## src/rtl/r16_pkg.sv

```systemverilog
// Shared constants and state encoding for the 16-bit-word modulus loader.
package r16_pkg;

    localparam int P_WIDTH = 64;
    localparam int P_WORD  = 16;
    localparam int NW      = P_WIDTH / P_WORD;
    localparam logic [P_WIDTH-1:0] N_ZERO = '0;

    typedef enum logic [1:0] {
        S_IDLE    = 2'd0,
        S_COLLECT = 2'd1,
        S_PENDING = 2'd2
    } state_t;

endpackage

```

## src/rtl/r16_n_loader.sv

```systemverilog
// Collects a modulus word by word into a shadow register and commits it to N_out
// atomically, deferring the commit while the downstream pipe holds N steady.
module r16_n_loader
    import r16_pkg::state_t, r16_pkg::S_IDLE, r16_pkg::S_COLLECT, r16_pkg::S_PENDING;
#(
    parameter int P_WIDTH = r16_pkg::P_WIDTH,
    parameter int P_WORD  = r16_pkg::P_WORD,
    parameter logic [P_WIDTH-1:0] P_ZERO = r16_pkg::N_ZERO,
    localparam int NW = P_WIDTH / P_WORD,
    localparam int CW = (NW > 1) ? $clog2(NW) : 1
) (
    input  logic               clk,
    input  logic               rst_n,
    input  logic [P_WORD-1:0]  word_in,
    input  logic               word_valid,
    output logic               word_ready,
    input  logic               abort,
    input  logic               N_hold,
    output logic [P_WIDTH-1:0] N_out,
    output logic               N_update,
    output logic               N_valid,
    output logic               busy,
    output state_t             dbg_state,
    output logic [CW-1:0]      dbg_cnt
);

    localparam logic [CW-1:0] LAST = CW'(NW - 1);

    // Handshake: a word moves on a rising edge with word_valid && word_ready && !abort;
    // word_ready depends on state only, never on word_valid.
    state_t              state, state_nxt;
    logic [CW-1:0]       cnt;
    logic [P_WIDTH-1:0]  shadow, shadow_nxt;
    logic                accept, last_word, commit;

    assign accept    = word_valid && word_ready && !abort;
    assign last_word = accept && (cnt == LAST);
    // Direct commit on the last word, or deferred commit out of S_PENDING.
    assign commit    = !abort && !N_hold && (last_word || (state == S_PENDING));

    always_comb begin
        shadow_nxt = shadow;
        if (accept) begin
            shadow_nxt[int'(cnt)*P_WORD +: P_WORD] = word_in;
        end
    end

    always_ff @(posedge clk or negedge rst_n) begin
        if (!rst_n) begin
            state <= S_IDLE;
        end else begin
            state <= state_nxt;
        end
    end

    always_comb begin
        state_nxt = state;
        case (state)
            S_IDLE, S_COLLECT: begin
                if (accept) begin
                    if (last_word) begin
                        state_nxt = N_hold ? S_PENDING : S_IDLE;
                    end else begin
                        state_nxt = S_COLLECT;
                    end
                end
            end
            S_PENDING: begin
                if (!N_hold) begin
                    state_nxt = S_IDLE;
                end
            end
            default: state_nxt = S_IDLE;
        endcase
        if (abort) begin
            state_nxt = S_IDLE;
        end
    end

    always_comb begin
        word_ready = (state != S_PENDING);
        busy       = (state != S_IDLE);
    end

    always_ff @(posedge clk or negedge rst_n) begin
        if (!rst_n) begin
            cnt      <= '0;
            shadow   <= '0;
            N_out    <= P_ZERO;
            N_update <= 1'b0;
            N_valid  <= 1'b0;
        end else begin
            shadow   <= shadow_nxt;
            N_update <= commit;
            if (abort) begin
                cnt <= '0;
            end else if (accept) begin
                cnt <= last_word ? '0 : cnt + 1'b1;
            end
            if (commit) begin
                N_out   <= shadow_nxt;
                N_valid <= 1'b1;
            end
        end
    end

    assign dbg_state = state;
    assign dbg_cnt   = cnt;

endmodule

```

## config.mk

```make
export PLATFORM = sky130hd
export DESIGN_NAME = r16_n_loader
export DESIGN_NICKNAME = d
export VERILOG_FILES = /design/src/rtl/r16_pkg.sv /design/src/rtl/r16_n_loader.sv
export SDC_FILE = /design/constraint.sdc
export NUM_CORES = 1
export LEC_CHECK = 0
export CAP_MARGIN = 10
export CORE_MARGIN = 5
export CORE_UTILIZATION = 48
export DETAILED_ROUTE_END_ITERATION = 10
export PLACE_DENSITY = 0.76
export SYNTH_ARGS = -nofsm -noshare
export SYNTH_HDL_FRONTEND = slang
export SYNTH_SLANG_ARGS = --single-unit
```

## constraint.sdc

```tcl
create_clock -name clk -period 1.74 [get_ports clk]
set_input_delay 0.174 -clock clk [delete_from_list [all_inputs] [get_ports clk]]
set_output_delay 0.174 -clock clk [all_outputs]
set_load 0.02 [all_outputs]
```

Word-level counts from Yosys, hierarchy flattened. Cells that the tools add are included.

$add $sub $neg: 2. Equality and inequality tests: 6. Shift-type cells: 2. Mux-type cells: 11. Reductions and logical operators: 13.

Operator list (number): bitwise mux 64 bit (1); 2-to-1 mux 64 bit (1); variable shift 16 x 33 -> 64 bit (first input constant) (1); variable part select 16 x 33 -> 64 bit (1); negator 6 -> 33 bit (1); 2-to-1 mux 2 bit (8); inequality test 3 bit (second input constant) (2); logical AND 1 bit (5); == test 2 bit (second input constant) (2); case mux 2 bit (2 select lines) (1); nonzero test 2 bit (2); adder 2 x 1 -> 2 bit (second input constant) (1); == test 2 x 1 -> 1 bit (second input constant) (1); zero test 1 bit (2); zero test 2 bit (1); inequality test 2 bit (second input constant) (1); AND reduction 2 bit (1); OR reduction 2 bit (1); logical OR 1 bit (1).

Bits in registers: 134. Bits of input ports: 21. Output and inout bits: 72. Word-level logic and storage cells: 40.

Longest topological paths before layout.
Depth after elaboration: 8. Gate-level depth with buffers: 8. Depth with buffers taken out: 6.

Worst setup path before layout. Ideal clock, no wire load.

Kind: register to register. Start: register cnt[0] (netlist: dbg_cnt[0]). End: register N_out[60]. Setup time: 0.081 ns. Data arrival time: 1.964 ns. Required time: 1.659 ns. Path slack: -0.305 ns. Stages on the path, launching flop included: 8. Path buffers: 1. Clock period less this slack: 2.045 ns. Cells stage by stage: dfrtp_1 > inv_1 > ha_1 > nor3b_4 > buf_6 > nand2_1 > or2_1 > a31oi_2.

Cells in the longest elaborated chain, start to end: 4. Elaborated cells on any way between the ends: 9. Those cells by class: add/sub: 1; eq/ne: 1; shift: 2; mux: 2; reduce/logical: 3.

RTL lines: from (decl) (RTL line r16_n_loader.sv:32) `logic [CW-1:0] cnt;`; from (signal assigned) (RTL line r16_n_loader.sv:98) `cnt <= last_word ? '0 : cnt + 1'b1;`; negator 6 -> 33 bit or == test 2 bit (tied branches) (RTL line r16_n_loader.sv:44, r16_n_loader.sv:37); variable part select 16 x 33 -> 64 bit (tied with other cells) (RTL line r16_n_loader.sv:44) `shadow_nxt[int'(cnt)*P_WORD +: P_WORD] = word_in;`; bitwise mux 64 bit or logical OR 1 bit (tied branches) (RTL line r16_n_loader.sv:44, r16_n_loader.sv:39); 2-to-1 mux 64 bit or logical AND 1 bit (tied branches) (RTL line r16_n_loader.sv:43, r16_n_loader.sv:39); to (signal assigned) (RTL line r16_n_loader.sv:101) `N_out <= shadow_nxt;`; to (decl) (RTL line r16_n_loader.sv:19) `output logic [P_WIDTH-1:0] N_out,`.

Several ways; a longest one is shown, not always the timed one. A chain may end at the register's enable or synchronous reset.

Final worst setup path.
Start: register cnt[0] (netlist: dbg_cnt[0]). End: register N_out[30].

Same word-level chain as after synthesis.

==> metrics.md <==
| Metric | Value |
|---|---|
| Fin crit period | 1.733 ns |
| Die Height | 117.0 µm |
| Pre-CTS WS | -0.03470 ns |
| Via count | ~4.6k |
| Placer Congestion | about 0.86 |
| Worst skew pair latency | about 0.42 ns |
| Post-DP HPWL | about 9300 µm |
| Num rows | 39 |
| Top cell type's share of synthesized area | 0.6099 |
| Max Clock Freq | between 0.5 and 0.6 GHz |
| R2R cell count | 7 |
| CORE AREA | around 0.011 mm² |
| Synth-to-layout area growth | 41.01% |
| Number of global-route vias before repair | approximately 4.5k |
| Via density | between 5 and 6 |
| CP max-delay cell | dfrtp_2 |
| FF-to-FF Start | dbg_cnt[0] |
| Cell variety after synth | 29 |
| Part of the Yosys area used for sequential elements | 0.6099 |
| Period utilization | 0.9962 |
| Least-Margin Pin Slew | between 0.4 and 0.5 ns |
| Most frequent cells in the layout | nand2_1 (157), dfrtp_1 (132), clkdlybuf4s50_1 (86), nor2_1 (66), a31oi_1 (52) |
| Normalized max-slew margin | 0.6682 |
| Routed len/inst | roughly 18 µm |
| Root buf cell | clkbuf_16 |
| Layout Skew | approximately 0.0077 ns |
| Required time of the critical path | 2.08 ns |
| Endpoints failing setup | 0 |
| Post-synthesis cell area | ~0.0055 mm² |
| Layout cells sized above 1 | 0.1744 |
| Detail Route Antenna Nets | 0 |
| CP delay by family, top | simple AND/OR/NAND/NOR gates |
| Max-slew violation count | 0 |
| TritonCTS sink count | roughly 130 |
| Mapped Nets | approximately 580 |
| Clk pin slew, worst setup/hold paths | ~0.06 ns |
| 1st-iter DRT viols | approximately 310 |
| Final net count | roughly 700 |
| Largest net degree at the start of global routing | 37 |
| Antenna violations before repair | 0 |
| Inserted Diodes | 0 |
| IO buf count | 92 |
| Worst path cell trace | inv_4 > ha_4 > and3b_2 > clkbuf_16 > nand2_1 > or2_1 > a31oi_1 |
| Mean Syn Cell Area | between 9 and 10 µm² |
| Largest cells by area after synthesis | dfrtp_1 (61%), nand2_1 (11%), a31oi_1 (6.1%) |
| Longest Clk Path Bufs | 2 |
| Fillers | roughly 840 |
| DR pass1 iterations | 5 |
| Most common library cell in the layout ignoring fill and taps | nand2_1 |
| DRC Markers | 0 |
| Status | completed |
| Die W | 117.0 µm |
| Post-route setup slack | around 0.0066 ns |
| Cell taking the most area after synthesis | dfrtp_1 |
| Ys Warns | 0 |
| Initial Utilization | 0.4856 |
| RSZ-0062 raised after global routing | yes |
| Total wire length | roughly 15000 µm |
| CTS tree | built |
| Worst R2R End | N_out[30] |
| Worst hold path type | in2async |
| CP Data Arrival Time | 2.07 ns |
| Total die area | ~0.014 mm² |
| Yosys reg bits | ~130 |
| CP max stage delay | 0.41 ns |
| GR Util All Layers | 0.2178 |
| Worst vdd ir | between 0.7 and 0.8 mV |
| First-pass GRT wire length | about 22000 µm |
| Final Hold Vio Count | 0 |
| Hold slack | between 0.2 and 0.3 ns |
| Critical Path Fanout Max | 8 |
| Pwr/cell area | around 1300 mW/mm² |
| Leakage | 0.003654 µW |
| Crit start category | flop |
| IO Count | a little over 90 |
| Crit path buf inv count | 2 |
| CTS buffer count | 17 |
| Gate Count Post-Synth | about 550 |
| Max-cap violations | 0 |
| Critical setup path kind | reg2reg |
| Setup crit end kind | flop |
| Worst R2R Setup Slack | 0.007 ns |
| Congestion Overflow GR | 0 |
| # H-tree levels | 4 |
==> per-stage QoR <==
| step | std cells | setup TNS (ns) | power, µW | instance area (µm²) | util |
|---|---|---|---|---|---|
| 6_report | 831 | 0 | 10110 | 7752 | 0.6848 |
| 5_1_grt | 831 | -0.6721 | 10540 | 7752 | 0.6848 |
| 4_1_cts | 823 | -0.07950 | 10120 | 7490 | 0.6616 |
| 3_5_place_dp | 790 | -0.2513 | 6497 | 6867 | 0.6065 |
| 3_3_place_gp | 790 | 0 | 6422 | 6867 | 0.6065 |
| 2_1_floorplan | 552 | -0.001589 | 5151 | 5519 | - |
==> sequential cells by signal, summed over array words and instances, names as in the netlist <==
signal,count
N_out,64
N_update,1
N_valid,1
dbg_cnt,2
dbg_state,2
shadow,64
==> per-layer routing <==
metal / part of all wire / GRT usage / vias up
met1: 0.40 / 0.2812 / 2248
met2: 0.49 / 0.3440 / 170
li1: - / - / 2086
met5: 0 / 0 / -
met3: 0.071 / 0.05604 / 46
met4: 0.038 / 0.1063 / 0
==> cells in the mapped netlist (all sizes together) <==
cell / number
ha: 5
or2: 34
inv: 2
xnor2: 1
nor3b: 1
a211oi: 1
nor2: 66
dfrtp: 134
a31oi: 64
nand2b: 1
clkbuf: 3
and3b: 2
o21ai: 1
and4bb: 1
nor4b: 1
nand2: 163
and2b: 1
buf: 30
a21oi: 1
and3: 2
nand3: 36
a2111oi: 1
nand4b: 1
==> how the worst max path moves through the flow <==
stage	from	end	slack [ns]	depth (start not counted)
after floorplan	dbg_cnt[0]	N_out[60]	-0.002	7
after global placement	word_valid	N_out[52]	0.009	7
after detailed placement	word_valid	N_out[51]	-0.03	7
after CTS	dbg_cnt[1]	N_out[2]	-0.03	8
after global routing	dbg_cnt[0]	N_out[30]	-0.06	7
final	dbg_cnt[0]	N_out[30]	0.007	7
==> power by group <==
part / switching (µW) / internal [µW] / total (µW)
Clock: 1330 / 2290 / 3610
Sequential: 313 / 3640 / 3960
Combinational: 1320 / 1220 / 2540
==> cells by family after synthesis <==
group | count (synthesis) | synth area share
and+or+nand+nor | 309 | 0.2497
AOI/OAI and AO/OA | 68 | 0.08989
buffers and inverters | 35 | 0.03755
DFF | 134 | 0.6099
xor gates and xnor gates | 1 | 0.001593
adders and majority gates | 5 | 0.01138
==> worst register-to-register path: cells and delay by family (launching register included) <==
family / cells / cell delay (ns)
and+or+nand+nor: 3 / 0.56
DFF: 1 / 0.41
adders and majority gates: 1 / 0.29
buffers and inverters: 2 / 0.24
AOI/OAI and AO/OA: 1 / 0.16
==> layout make-up <==
type,count,area [µm²],share of cell area
timing repair buffer,137,1558,0.2009
multi-input combinational,383,2049,0.2644
inverter,2,10.01,0.001291
tap,143,178.9,0.02308
clock buffer,20,446.7,0.05762
clock inverter,12,153.9,0.01985
sequential,134,3356,0.4329
==> what timing repair did <==
| action | in CTS | in global routing |
|---|---|---|
| setup buffers | 0 | 3 |
| hold buffers | 1 | 0 |
| resized for setup | 7 | 28 |
| endpoints found under the hold margin | 31 | 0 |
| gates cloned | 0 | 5 |
| pin swaps | 2 | 23 |
| setup endpoints to repair | 5 | 66 |
No activity file was read; power rests on OpenSTA's default activity.
